### src/rtl/axis_burst_reader.sv
`default_nettype none
// ============================================================================
// Module   : axis_burst_reader
// Brief    : Drains fixed-length bursts from an AXI4-Stream FIFO only once the
//            whole burst is buffered; marks the final beat with tlast.
// Revision : 1.0 - initial release
// ============================================================================
module axis_burst_reader #(
    parameter int AXIS_TDATA_WIDTH = 32,
    parameter int CNTR_WIDTH       = 10
) (
    input  logic                        aclk,
    input  logic                        areset,
    input  logic [CNTR_WIDTH-1:0]       cfg_length,
    input  logic [CNTR_WIDTH-1:0]       fifo_count,
    input  logic [AXIS_TDATA_WIDTH-1:0] s_axis_tdata,
    input  logic                        s_axis_tvalid,
    output logic                        s_axis_tready,
    output logic [AXIS_TDATA_WIDTH-1:0] m_axis_tdata,
    output logic                        m_axis_tvalid,
    input  logic                        m_axis_tready,
    output logic                        m_axis_tlast,
    output logic                        busy,
    output logic [31:0]                 sts_bursts
);

    localparam logic [1:0] S_IDLE  = 2'd0;
    localparam logic [1:0] S_BURST = 2'd1;
    localparam logic [1:0] S_GAP   = 2'd2;

    localparam logic [CNTR_WIDTH-1:0] c_one = {{(CNTR_WIDTH-1){1'b0}}, 1'b1};

    logic [1:0]                  r_state;
    logic [CNTR_WIDTH-1:0]       r_len;
    logic [CNTR_WIDTH-1:0]       r_beat_cnt;
    logic [AXIS_TDATA_WIDTH-1:0] r_tdata;
    logic                        r_tvalid;
    logic                        r_tlast;
    logic [31:0]                 r_bursts;

    logic w_in_hs;
    logic w_out_hs;
    logic w_last_beat;
    logic w_start;

    // Pop only when the output slice is empty or draining this cycle.
    assign s_axis_tready = (r_state == S_BURST) & (~r_tvalid | m_axis_tready);
    assign w_in_hs       = s_axis_tready & s_axis_tvalid;
    assign w_out_hs      = r_tvalid & m_axis_tready;
    assign w_last_beat   = (r_beat_cnt == (r_len - c_one));
    assign w_start       = (cfg_length != '0) && (fifo_count >= cfg_length);

    always_ff @(posedge aclk) begin
        if (areset) begin
            r_state    <= S_IDLE;
            r_len      <= '0;
            r_beat_cnt <= '0;
            r_tdata    <= '0;
            r_tvalid   <= 1'b0;
            r_tlast    <= 1'b0;
            r_bursts   <= '0;
        end else begin
            if (w_in_hs) begin
                r_tdata  <= s_axis_tdata;
                r_tvalid <= 1'b1;
                r_tlast  <= w_last_beat;
            end else if (w_out_hs) begin
                r_tvalid <= 1'b0;
                r_tlast  <= 1'b0;
            end

            case (r_state)
                S_IDLE: begin
                    if (w_start) begin
                        r_len      <= cfg_length;
                        r_beat_cnt <= '0;
                        r_state    <= S_BURST;
                    end
                end
                S_BURST: begin
                    if (w_in_hs) begin
                        r_beat_cnt <= r_beat_cnt + c_one;
                        if (w_last_beat) begin
                            r_bursts <= r_bursts + 32'd1;
                            r_state  <= S_GAP;
                        end
                    end
                end
                // One dead cycle so fifo_count reflects the final pop.
                S_GAP:   r_state <= S_IDLE;
                default: r_state <= S_IDLE;
            endcase
        end
    end

    assign m_axis_tdata  = r_tdata;
    assign m_axis_tvalid = r_tvalid;
    assign m_axis_tlast  = r_tlast;
    assign busy          = (r_state == S_BURST) | (r_state == S_GAP);
    assign sts_bursts    = r_bursts;

endmodule
`default_nettype wire
### config.mk
export PLATFORM = sky130hd
export DESIGN_NAME = axis_burst_reader
export DESIGN_NICKNAME = d
export VERILOG_FILES = /design/src/rtl/axis_burst_reader.sv
export SDC_FILE = /design/constraint.sdc
export NUM_CORES = 1
export LEC_CHECK = 0
export BUFFER_PORTS_ARGS = -buffer_cell sky130_fd_sc_hd__buf_4
export CAP_MARGIN = 10
export CORE_ASPECT_RATIO = 1.75
export CORE_MARGIN = 8
export CORE_UTILIZATION = 52
export CTS_CLUSTER_SIZE = 24
export DETAILED_ROUTE_END_ITERATION = 7
export PLACE_DENSITY_LB_ADDON = 0.12
export SLEW_MARGIN = 20
export SYNTH_ARGS = -nofsm -noshare
export SYNTH_HDL_FRONTEND = slang
export SYNTH_SLANG_ARGS = --single-unit
### constraint.sdc
create_clock -name aclk -period 3.5 [get_ports aclk]
set_clock_uncertainty 0.2 [all_clocks]
set_input_delay 0.7 -clock aclk [delete_from_list [all_inputs] [get_ports aclk]]
set_output_delay 0.7 -clock aclk [all_outputs]
set_load 0.02 [all_outputs]
### Word-level counts from Yosys, hierarchy flattened

Index checks and enable logic that the tools add are counted.

* input bits: 56
* register bits after elaboration: 88
* output and inout bits: 68

* magnitude comparators: 1
* reduce and logical (&&, ||, !) cells: 9
* add/sub/neg operators: 3
* equal/unequal tests: 6
* bitwise logic cells: 6
* muxes and demuxes: 10

Operators with widths (number)
* adder 32 x 1 -> 32 bit (second input constant): 1
* two-way mux 10 bit: 2
* one-hot mux 10 bit (2 select lines): 1
* adder 10 x 1 -> 10 bit (second input constant): 1
* == test 10 bit: 1
* >= comparator 10 bit: 1
* nonzero test 10 bit: 1
* subtractor 10 x 1 -> 10 bit (second input constant): 1
* AND reduction 3 bit: 3
* two-way mux 2 bit: 3
* inequality test 2 bit (second input constant): 3
* one-hot mux 2 bit (2 select lines): 1
* nonzero test 2 bit: 2
* AND 1 bit: 3
* two-way mux 1 bit: 3
* == test 2 x 1 -> 1 bit (second input constant): 1
* == test 2 bit (second input constant): 1
* logical NOT 2 bit: 1
* bitwise OR 1 bit: 2
* AND reduction 2 bit: 1
* logical AND 1 bit: 1
* NOT 1 bit: 1

### Depth between registers and ports, before layout

* depth after elaboration: 6
* mapped depth: 10
* mapped depth without buffers: 9

### Worst setup path after synthesis

Ideal clock, no wire load.

* path kind: input to register
* start point: input port m_axis_tready
* end point: register r_bursts[21] (netlist: sts_bursts[21])
* arrival: 2.466 ns
* library setup time: 0.121 ns
* stages: 8
* buffers on the path: 1
* setup slack: 0.714 ns
* cell sequence: nand2b_1 > and3_1 > clkbuf_1 > nand4_1 > nor3_1 > nand3_1 > nor4_1 > mux2_2

* longest elaborated chain between the ends: 4

RTL lines
* from (decl): RTL line 21 `input logic m_axis_tready,`
* bitwise OR 1 bit: RTL line 47 `assign s_axis_tready = (r_state == S_BURST) & (~r_tvalid | m_axis_tready);`
* AND 1 bit: RTL line 47
* AND 1 bit: RTL line 48 `assign w_in_hs = s_axis_tready & s_axis_tvalid;`
* AND reduction 3 bit (no source line)
* to (signal assigned): RTL line 84 `r_bursts <= r_bursts + 32'd1;`
* to (decl): RTL line 39 `logic [31:0] r_bursts;`

No other way between the ends.
A chain may end at the register's enable or synchronous reset.

### Final worst setup path

* start point: register r_len[0]
* end point: register r_bursts[25] (netlist: sts_bursts[25])

* longest elaborated chain between the ends: 3

RTL lines
* from (decl): RTL line 34 `logic [CNTR_WIDTH-1:0] r_len;`
* from (signal assigned): RTL line 75 `r_len <= cfg_length;`
* subtractor 10 x 1 -> 10 bit: RTL line 50 `assign w_last_beat = (r_beat_cnt == (r_len - c_one));`
* == test 10 bit: RTL line 50
* AND reduction 3 bit (no source line)

No other way between the ends.

==> metrics.cfg <==
[final_layout]
layout_common_cells=129 x buf_4, 88 x dfxtp_1, 87 x nand2_1
nNetsFinal=735
fillers=735
layout.cells.non_filler=761
drive_above_1_share=0.244
layout_commonest_cell=buf_4
postLayoutCellArea_um2=5710
area_growth_pct=29.9
diodes=0

[timing]
period_minus_slack_ps=3150
finalMaxSlewViolations=0
hold_viol=0
finalSetupViolations=0
timing.final.crit_share=0.901
tightest_slew_ps=979
max_freq_mhz=317
rsz0062_at_grt=no
slew_headroom=0.345
setup_tns_ps=0

[clock_network]
cts_sinks=88
cts_root_buffer=clkbuf_16
cts-hold-fix-buffers=0
cts.clk_slew.worst_paths_ps=70
post_cts_buffers=0
cts_buffer_depth=2
htree_num_levels=3
cts_tree=done
cts_made_buffers=9
cts_resized=0
clock_latency_ps=340

[yosys]
syn_inst=550
synthDistinctLibCells=52
synth_ff_type=dfxtp_1
syn-num-nets=621
yosysWarnings=0
ys_async_sr_fraction=0
synth_area_um2=4390
yosysSeqAreaShare=0.401
synth_top_area_frac=0.401
synth_edf_count=0
synth_top_cell_by_area=dfxtp_1
yosys-top-cells-area=dfxtp_1 40%, nand2_1 7.4%, a21oi_1 7.4%
syn_avg_cell_area_um2=7.99
ys_seq_elements=88

[floorplanning]
die_x_um=85.5
core_um2=8260
core.rowCount=44
ios=124
die_area_um2=11800
die_h_um=138
start_util=0.532

[routing]
vias_per_cell=5.64
drc=0
first_iter_violations=199
postRouteAntennaNets=0
drt_first_pass_iters=4
vias=4292
drt-total-wl_um=12100
wl_per_cell_um=15.9

[setup_path]
path_class=reg2reg
cp-endpoint=sts_bursts[25]
ff2ff_path_depth=9
cp_max_fo=9
start_kind=register
cp_data_arrival_time_ps=3180
r2r_slack_ps=350
critPathRequiredTime_ps=3530
startpoint=r_len[0]
timing.rr.start=r_len[0]
crit_path_end_kind=register
r2r_end=sts_bursts[25]

[placed_design]
placed_area_um2=5380
post-place-cells=745
gp_congestion=0.826
hpwl_um=9190
numPortBuffers=123

[pwr]
p_sw_frac=0.263
p_total_mw=2.54
cellPowerDensity_nw_per_um2=446
power.internal_mw=1.87
p_clk_frac=0.413
pwr-share-comb=0.168
p_sw_mw=0.670
seqPwrFrac=0.419
leakagePower_nw=2.36
peakVddDrop_v=0.000273

[global_route]
grt_max_degree=99
grt.total_usage=0.203
antenna_found_initial=0
grt_overflow=0
grt_pass1_vias=4134
grt_pass1_wl_um=19200

[run]
cap_violations=0

[run_status]
status=finished, final reports clean

[hold_path]
min_path_type=reg2reg

[synthesized netlist by cell type, types with 11 or more instances]
library cell  instances
dfxtp_1              88
nand2_1              87
a21oi_1              65
nor2_1               34
nand3_1              29
inv_1                23
clkbuf_1             21
o21ai_0              20
mux2i_1              17
ha_1                 15
nor3_1               13
nor2b_1              11
or3_1                11
xnor2_1              11
[power by group through the flow]
stage / clock network [mW] / logic, mW / registers, mW
after floorplan: 0 / 0.260 / 1.10
after global placement: 0 / 0.419 / 1.09
after detailed placement: 0 / 0.429 / 1.09
after CTS: 1.07 / 0.431 / 1.06
after global routing: 1.11 / 0.472 / 1.07
final: 1.05 / 0.428 / 1.07
[cell families after synthesis]
logic type,share of synthesized area
XOR/XNOR,0.0319
AND/OR/NAND/NOR,0.279
multiplexers,0.0567
flip-flops,0.401
buffers and inverters,0.0436
adder cells (fa/ha/maj),0.0427
AO/OA/AOI/OAI,0.145
[state kept, by name (all words and copies together), names as in the netlist]
name / flops
m_axis_tdata: 32
m_axis_tlast: 1
m_axis_tvalid: 1
r_beat_cnt: 10
r_len: 10
r_state: 2
sts_bursts: 32
[metrics by stage]
step	setup WS, ps	util	hold slack [ps]
after floorplan	714	-	267
after global placement	348	0.651	242
after detailed placement	303	0.651	247
after CTS	350	0.691	257
after global routing	6.09	0.691	269
final	347	0.691	254
[worst max-delay path, cell delays in order, from the launching register on]
cell and delay [ps]:
dfxtp_1 360, inv_1 80, ha_1 180, nor3b_1 490, nand2_1 110, nor4_1 210, a211o_1 290, nand3_1 350
nor4_1 420, mux2_1 350
[area by class of cell]
type	instances	area [um^2]	share of cell area
Timing Repair Buffer	129	968	0.170
Sequential cell	88	1760	0.309
Tap cell	92	115	0.0202
Inverter	24	90.1	0.0158
Clock buffer	10	239	0.0419
Clock inverter	6	91.3	0.0160
Multi-Input combinational cell	412	2440	0.428
[metal layers]
layer  global-route usage  part of all wire  wire length, um
met1                0.191              0.36             4350
met2                0.391              0.56             6800
met3               0.0532             0.053              648
met5                    0                 0                0
met4                0.103             0.027              326
[worst min-delay path by stage]
stage	startpoint	end	slack [ps]	cells after the start
final	m_axis_tdata[16]	m_axis_tdata[16]	250	2
after global routing	m_axis_tdata[13]	m_axis_tdata[13]	270	2
after CTS	m_axis_tdata[16]	m_axis_tdata[16]	260	2
after detailed placement	m_axis_tdata[16]	m_axis_tdata[16]	250	2
after global placement	m_axis_tdata[0]	m_axis_tdata[0]	240	2
after floorplan	r_state[0]	r_state[0]	270	2
Note: power is estimated with default switching activity, not from simulation.
